===== src/rtl/sat_counter.sv =====
// Saturating up-counter with synchronous clear.
module sat_counter #(
  parameter int W = 32
) (
  input  logic         emu_clk,
  input  logic         rst,
  input  logic         clr,
  input  logic         inc,
  output logic [W-1:0] count
);

  always_ff @(posedge emu_clk) begin
    if (rst || clr)                    count <= '0;
    else if (inc && count != {W{1'b1}}) count <= count + W'(1);
  end

endmodule


===== config.mk =====
export PLATFORM = sky130hd
export DESIGN_NAME = sat_counter
export DESIGN_NICKNAME = d
export VERILOG_FILES = /design/src/rtl/sat_counter.sv
export SDC_FILE = /design/constraint.sdc
export NUM_CORES = 1
export LEC_CHECK = 0
export CORE_MARGIN = 1
export CORE_UTILIZATION = 45
export DETAILED_ROUTE_END_ITERATION = 12
export PLACE_DENSITY_LB_ADDON = 0.3
export SETUP_SLACK_MARGIN = 0.1
export SLEW_MARGIN = 10
export SYNTH_ARGS = -nofsm -noshare
export SYNTH_HDL_FRONTEND = slang
export SYNTH_SLANG_ARGS = --single-unit

===== constraint.sdc =====
create_clock -name emu_clk -period 2.25 [get_ports emu_clk]
set_clock_uncertainty 0.2 [all_clocks]
set_input_delay 0.3375 -clock emu_clk [delete_from_list [all_inputs] [get_ports emu_clk]]
set_output_delay 0.3375 -clock emu_clk [all_outputs]
set_load 0.01 [all_outputs]

==> results of run 1 <==
final cells by class:
class | count | area (um2) | share of cell area
clock buffers | 7 | 96.34 | 0.04076
inverters | 4 | 15.01 | 0.006353
multi-input cells | 145 | 980.9 | 0.4150
flip-flops and latches | 32 | 640.6 | 0.2710
well taps | 46 | 57.56 | 0.02435
repair buffers | 63 | 573.1 | 0.2425
cells in the final DEF (no fill, tap or decap), types with 7 or more instances in the layout:
master / synthesis / routed
clkbuf_8: 0 / 7
nand4_1: 8 / 8
clkdlybuf4s50_1: 0 / 35
a21oi_2: 7 / 8
o31ai_1: 9 / 9
o21ai_0: 10 / 10
o21ai_1: 8 / 8
or3_1: 15 / 15
buf_4: 0 / 27
nand3_1: 11 / 11
nand2_1: 12 / 12
or4_1: 9 / 9
dfxtp_1: 32 / 32
a21oi_1: 22 / 21
final timing paths:
kind             start         to  cells past startpoint
min          count[30]  count[30]                      2
max reg2reg   count[1]  count[18]                      7
min reg2reg  count[30]  count[30]                      2
max           count[1]  count[18]                      7
power by group:
| group | switching [mW] | leakage (nW) | internal [mW] |
|---|---|---|---|
| Clock | 0.203 | 0.0503 | 0.272 |
| Combinational | 0.0234 | 0.419 | 0.0188 |
| Sequential | 0.000699 | 0.258 | 0.568 |
timing repair:
action                                  4_1_cts  5_1_grt
endpoints found under the setup margin        6       15
hold buffers                                  0        0
pin swaps                                     2        3
setup buffers                                 1        2
gates resized for setup                       0        6
per-layer routing:
| layer | up-vias | wire length, um |
|---|---|---|
| li1 | 850 | - |
| met2 | 40 | 1891 |
| met3 | 5 | 151 |
| met5 | - | 0 |
| met4 | 0 | 30 |
| met1 | 801 | 1988 |
logic make-up (layout without fill, tap and decap cells):
group,count (synthesis),after routing,synth area share
buffers and inverters,12,74,0.04762
flip-flops,32,32,0.3809
XOR/XNOR,2,2,0.01042
multiplexers,1,1,0.005953
adder cells (fa/ha/maj),1,1,0.007439
AND/OR/NAND/NOR,80,80,0.3006
AO/OA/AOI/OAI,61,61,0.2470
through the flow:
step,setup slack (ns),util
5_1_grt,0.09786,0.6815
2_1_floorplan,0.1055,-
3_5_place_dp,0.08606,0.6378
3_3_place_gp,0.1111,0.6378
6_report,0.1835,0.6815
4_1_cts,0.1075,0.6714
tightest hold or removal path, cell delays in order (launching register included):
cell and delay [ns]:
dfxtp_1 0.32, o21ai_0 0.07, a21oi_1 0.06
==> impl_metrics.py, run 1 <==
metrics = {
    "power_and_ir_drop": {
        "peakVddDrop_v": 0.0003163,
        "leakagePower_nw": 0.7275,
        "power_mw": 1.085,
        "power_density_nw_per_um2": 459.2,
    },
    "timing": {
        "slew_violations": 0,
        "rsz0062_at_grt": "no",
        "fin_crit_sh": 0.9184,
        "hold_viol": 0,
        "setup_tns_ns": 0,
        "worstMarginPinSlew_ns": 0.7073,
        "hold_slack_ns": 0.2998,
        "fmax_ghz": 0.4839,
        "relSlewSlack": 0.5284,
        "fin_crit_ns": 2.067,
        "setup_viol": 0,
    },
    "cts": {
        "cts.sinks": 32,
        "clkTransAtPathRegs_ns": 0.06,
        "clockBufferDepth": 2,
        "cts_made_buffers": 5,
        "cts-root-buf": "clkbuf_8",
        "insertion_delay_ns": 0.28,
        "cts_tree": "yes",
        "h-tree-depth": 2,
    },
    "worst_setup_path": {
        "cp_top_family": "simple AND/OR/NAND/NOR gates",
        "cp.arrival_ns": 2.07,
        "critical_path.max_stage_delay_ns": 0.35,
        "cp_max_fo": 7,
        "cp_num_buf_inv": 1,
        "worstPathRequired_ns": 2.25,
        "crit_chain": "ha_1, and3_4, and4_4, o311ai_1, buf_4, or3_1, a21oi_2",
        "worst-setup-path-type": "flip-flop to flip-flop",
        "regToRegSetupSlack_ns": 0.18,
        "crit_path_top_delay_cell": "dfxtp_1",
        "endpoint_kind": "flip-flop",
        "startpoint_type": "flip-flop",
    },
    "floorplanning": {
        "start_util": 0.4848,
        "dieWidth_um": 63.13,
        "fp-row-count": 21,
        "chipHeight_um": 63.13,
        "ios": 36,
        "die_area_um2": 3985,
        "core_um2": 3468,
    },
    "flow_run": {
        "max-cap-violations": 0,
    },
    "route": {
        "first_pass_iters": 5,
        "ant_nets": 0,
        "vias": 1696,
        "finalWirelength_um": 4062,
        "drtIter0Drc": 81,
        "drc": 0,
        "vias_per_cell": 5.710,
        "wl_per_cell_um": 13.68,
    },
    "yosys": {
        "avgSynthCellArea_um2": 8.897,
        "synth_cells": 189,
        "synth_edf_count": 0,
        "synth_top_area_frac": 0.3810,
        "async_flop_share": 0,
        "ys_seq_elements": 32,
        "synth_top_cell_by_area": "dfxtp_1",
        "syn-cell-area_um2": 1682,
        "seq_area_frac_synth": 0.3810,
        "synth-main-ff-cell": "dfxtp_1",
        "syn-num-nets": 194,
        "ys_types": 36,
        "synthTopCellsByArea": "dfxtp_1 38%, a21oi_1 6.5%, or3_1 5.6%, o31ai_1 4.0%, or4_1 4.0%",
        "synth_warnings": 0,
        "synth_common_cells": "32 x dfxtp_1, 22 x a21oi_1, 15 x or3_1",
        "yosysMostFrequentCell": "dfxtp_1",
    },
    "grt": {
        "grt_usage": 0.2225,
        "use_met2": 0.3642,
        "grt_overflow": 0,
        "grt_util_met1": 0.2876,
        "grt_pass1_wl_um": 6996,
        "grt_busiest_layer": "met2",
        "grt_antenna_before_repair": 0,
        "grt_pass1_vias": 1507,
        "met3_usage": 0.06159,
        "grt_max_degree": 33,
    },
    "final_layout": {
        "largest_reg_flops": 32,
        "fin_nets": 256,
        "regMostFlops": "count",
        "final_layout_size_suffix_gt1_frac": 0.2550,
        "nFillCells": 296,
        "syn2layout_area_growth_pct": 40.55,
        "insertedDiodeCount": 0,
        "final_cells": 297,
        "final_area_um2": 2364,
        "top_regs": "count (32)",
    },
    "outcome": {
        "status": "finished, final reports clean",
    },
    "placed_design": {
        "placed_area_um2": 2212,
        "hpwl_um": 2864,
        "io_buffer_count": 35,
        "gp_congestion": 0.8688,
        "dpl.cell_count": 287,
    },
    "hold_path": {
        "min-delay-path-class": "flip-flop to flip-flop",
    },
}
(Power assumes the default switching activity.)
==> inputs of run 2 (changes only) <==
ABC_AREA = 1   (was not set)
CORE_UTILIZATION = 47   (was 45)
==> impl_metrics.py, run 2 <==
metrics = {
    "outcome": {
        "status": "finished, final reports clean",
    },
    "power_and_ir_drop": {
        "power_density_nw_per_um2": 424.6,
        "power.switching_mw": 0.2444,
        "p_seq_frac": 0.526,
        "clockPowerShare": 0.432,
        "comb_power_share": 0.042,
        "sw_frac_of_total": 0.2261,
        "leakagePower_nw": 0.9057,
        "power.internal_mw": 0.8363,
        "peakVddDrop_v": 0.0002835,
    },
    "timing": {
        "slew_violations": 0,
        "relSlewSlack": 0.7574,
        "fin_crit_sh": 0.8883,
        "hold_viol": 0,
        "worstMarginPinSlew_ns": 0.3611,
        "setup_viol": 0,
        "fin_crit_ns": 1.999,
        "rsz0062_at_grt": "yes",
        "fmax_ghz": 0.5003,
        "setup_ws_ns": 0.2513,
        "setup_tns_ns": 0,
    },
    "cts": {
        "cts-root-buf": "clkbuf_8",
        "cts.sinks": 32,
        "h-tree-depth": 2,
        "cts_made_buffers": 5,
        "cts_tree": "yes",
        "cts_hold_buffers": 0,
        "clockBufferDepth": 2,
        "clkTransAtPathRegs_ns": 0.07,
        "insertion_delay_ns": 0.29,
    },
    "yosys": {
        "synth_warnings": 0,
        "syn-num-nets": 333,
        "synth_compound_area_frac": 0.06786,
        "ys_types": 25,
        "synth_top_family_by_area": "simple AND/OR/NAND/NOR gates",
        "synthSimpleGateAreaFrac": 0.5170,
        "synth-adder-area-share": 0.006169,
        "synth-main-ff-cell": "dfxtp_1",
        "synth_top_area_frac": 0.3159,
        "muxShareOfSynthArea": 0,
        "synth_common_cells": "91 x nand2_1, 71 x nor2_1, 35 x nand3_1",
        "synthXorXnorAreaFrac": 0.008637,
        "synth_cells": 328,
        "async_flop_share": 0,
        "yosysMostFrequentCell": "nand2_1",
        "avgSynthCellArea_um2": 6.184,
        "synth_top_cell_by_area": "dfxtp_1",
        "syn-cell-area_um2": 2028,
        "synthTopCellsByArea": "dfxtp_1 32%, nand2_1 17%, nor2_1 13%, nand3_1 8.6%, a21oi_1 5.9%",
        "seq_area_frac_synth": 0.3159,
        "ys_seq_elements": 32,
        "synth_edf_count": 0,
    },
    "final_layout": {
        "syn2layout_area_growth_pct": 25.48,
        "nFillCells": 390,
        "insertedDiodeCount": 0,
        "layout_common_cells": "91 x nand2_1, 71 x nor2_1, 35 x nand3_1, 35 x clkdlybuf4s50_1, 32 x dfxtp_1",
        "largest_reg_flops": 32,
        "top_regs": "count (32)",
        "final_layout_size_suffix_gt1_frac": 0.1054,
        "regMostFlops": "count",
        "layout_commonest_cell": "nand2_1",
        "fin_nets": 374,
        "final_area_um2": 2545,
    },
    "worst_setup_path": {
        "cp_top_family": "simple AND/OR/NAND/NOR gates",
        "worst-setup-path-type": "flip-flop to flip-flop",
        "critical_path.max_stage_delay_ns": 0.40,
        "cp_max_fo": 16,
        "cp.arrival_ns": 1.98,
        "worstPathRequired_ns": 2.23,
        "endpoint_kind": "flip-flop",
        "cp_num_buf_inv": 0,
        "startpoint_type": "flip-flop",
        "crit_chain": "ha_1, nand2_1, nor2_1, nand2_4, nor2_8, nand3_4, nand2_1, nand2_1, nand2_1, nor2_1",
        "cp_common_cell": "nand2_1",
        "crit_path_top_delay_cell": "dfxtp_1",
    },
    "route": {
        "drtIter0Drc": 245,
        "wl_per_cell_um": 13.30,
        "finalWirelength_um": 5584,
        "ant_nets": 0,
        "vias": 2292,
        "vias_per_cell": 5.457,
        "first_pass_iters": 6,
        "drc": 0,
    },
    "hold_path": {
        "min-delay-path-class": "flip-flop to flip-flop",
    },
    "floorplanning": {
        "core_um2": 4058,
        "dieWidth_um": 67.69,
        "die_area_um2": 4582,
        "ios": 36,
        "fp-row-count": 23,
        "start_util": 0.4998,
        "chipHeight_um": 67.69,
    },
    "grt": {
        "grt_pass1_vias": 1813,
        "grt_overflow": 0,
        "grt_usage": 0.2533,
        "grt_pass1_wl_um": 8452,
        "grt_max_degree": 33,
        "grt_antenna_before_repair": 0,
    },
    "placed_design": {
        "dp_slack_ns": 0.1418,
        "placed_area_um2": 2432,
        "gp_congestion": 0.9809,
        "hpwl_um": 3904,
        "io_buffer_count": 35,
    },
    "flow_run": {
        "max-cap-violations": 0,
    },
}
==> run 2: changes by cell type in the layout (fill, tap and decap cells not counted), sizes merged, moves of 7 or more <==
cell   delta
and4      -7
buf      -22
inv      +24
nand2    +82
nand3    +33
nand4     -7
nor2     +75
nor3      +8
o21ai    -18
o31ai    -11
or3      -19
or4      -10
==> run 2: area by class of cell <==
cell class	instances	area, um2	share of cell area
clock buffer	8	90.09	0.03540
inverter	28	105.1	0.04130
multi-input combinational	261	1239	0.4867
sequential	32	640.6	0.2517
tap	50	62.56	0.02458
timing repair buffer	41	407.9	0.1603
==> run 2: final timing paths <==
path	startpoint	end	slack [ns]	cells after the start
min reg2reg	count[1]	count[1]	0.30	2
min	count[1]	count[1]	0.30	2
max	count[0]	count[7]	0.25	10
max reg2reg	count[0]	count[7]	0.25	10
==> run 2: metrics by stage <==
step / hold WS (ns) / total power [mW] / cells / utilization
6_report: 0.3033 / 1.081 / 420 / 0.6272
5_1_grt: 0.3524 / 1.115 / 420 / 0.6272
4_1_cts: 0.3139 / 1.084 / 419 / 0.6216
3_5_place_dp: 0.3044 / 0.6272 / 411 / 0.5994
3_3_place_gp: 0.2885 / 0.6262 / 411 / 0.5994
2_1_floorplan: 0.3125 / 0.6065 / 328 / -
==> run 2: power groups by stage <==
stage	registers, mW	logic (mW)	clock network [mW]
final	0.569	0.0455	0.467
after global routing	0.568	0.0502	0.496
after CTS	0.569	0.0456	0.470
after detailed placement	0.582	0.0456	0
after global placement	0.581	0.0448	0
after floorplan	0.582	0.0247	0
==> run 2: routing by layer <==
layer | GRT usage | share of wire | up-vias
met2 | 0.3738 | 0.45 | 114
met1 | 0.3408 | 0.43 | 1023
met4 | 0.1277 | 0.028 | 0
met3 | 0.05743 | 0.090 | 15
li1 | - | - | 1140
met5 | 0 | 0 | -
==> run 2: worst reg2reg max path, stage by stage, from the launching register on <==
cell and delay [ns]:
dfxtp_1 0.40, ha_1 0.22, nand2_1 0.08, nor2_1 0.18, nand2_4 0.10, nor2_8 0.19
nand3_4 0.23, nand2_1 0.15, nand2_1 0.06, nand2_1 0.05, nor2_1 0.04
==> run 2: logic make-up after synthesis <==
family	Yosys count
AND/OR/NAND/NOR	230
adder cells (fa/ha/maj)	1
XOR/XNOR	2
buffers and inverters	36
flip-flops	32
AO/OA/AOI/OAI	27
==> run 2: what timing repair did <==
| item | CTS | global route |
|---|---|---|
| endpoints found under the setup margin | 0 | 27 |
| resized for setup | 0 | 2 |
| buffers inserted | 0 | 0 |
| hold endpoints to repair | 0 | 0 |
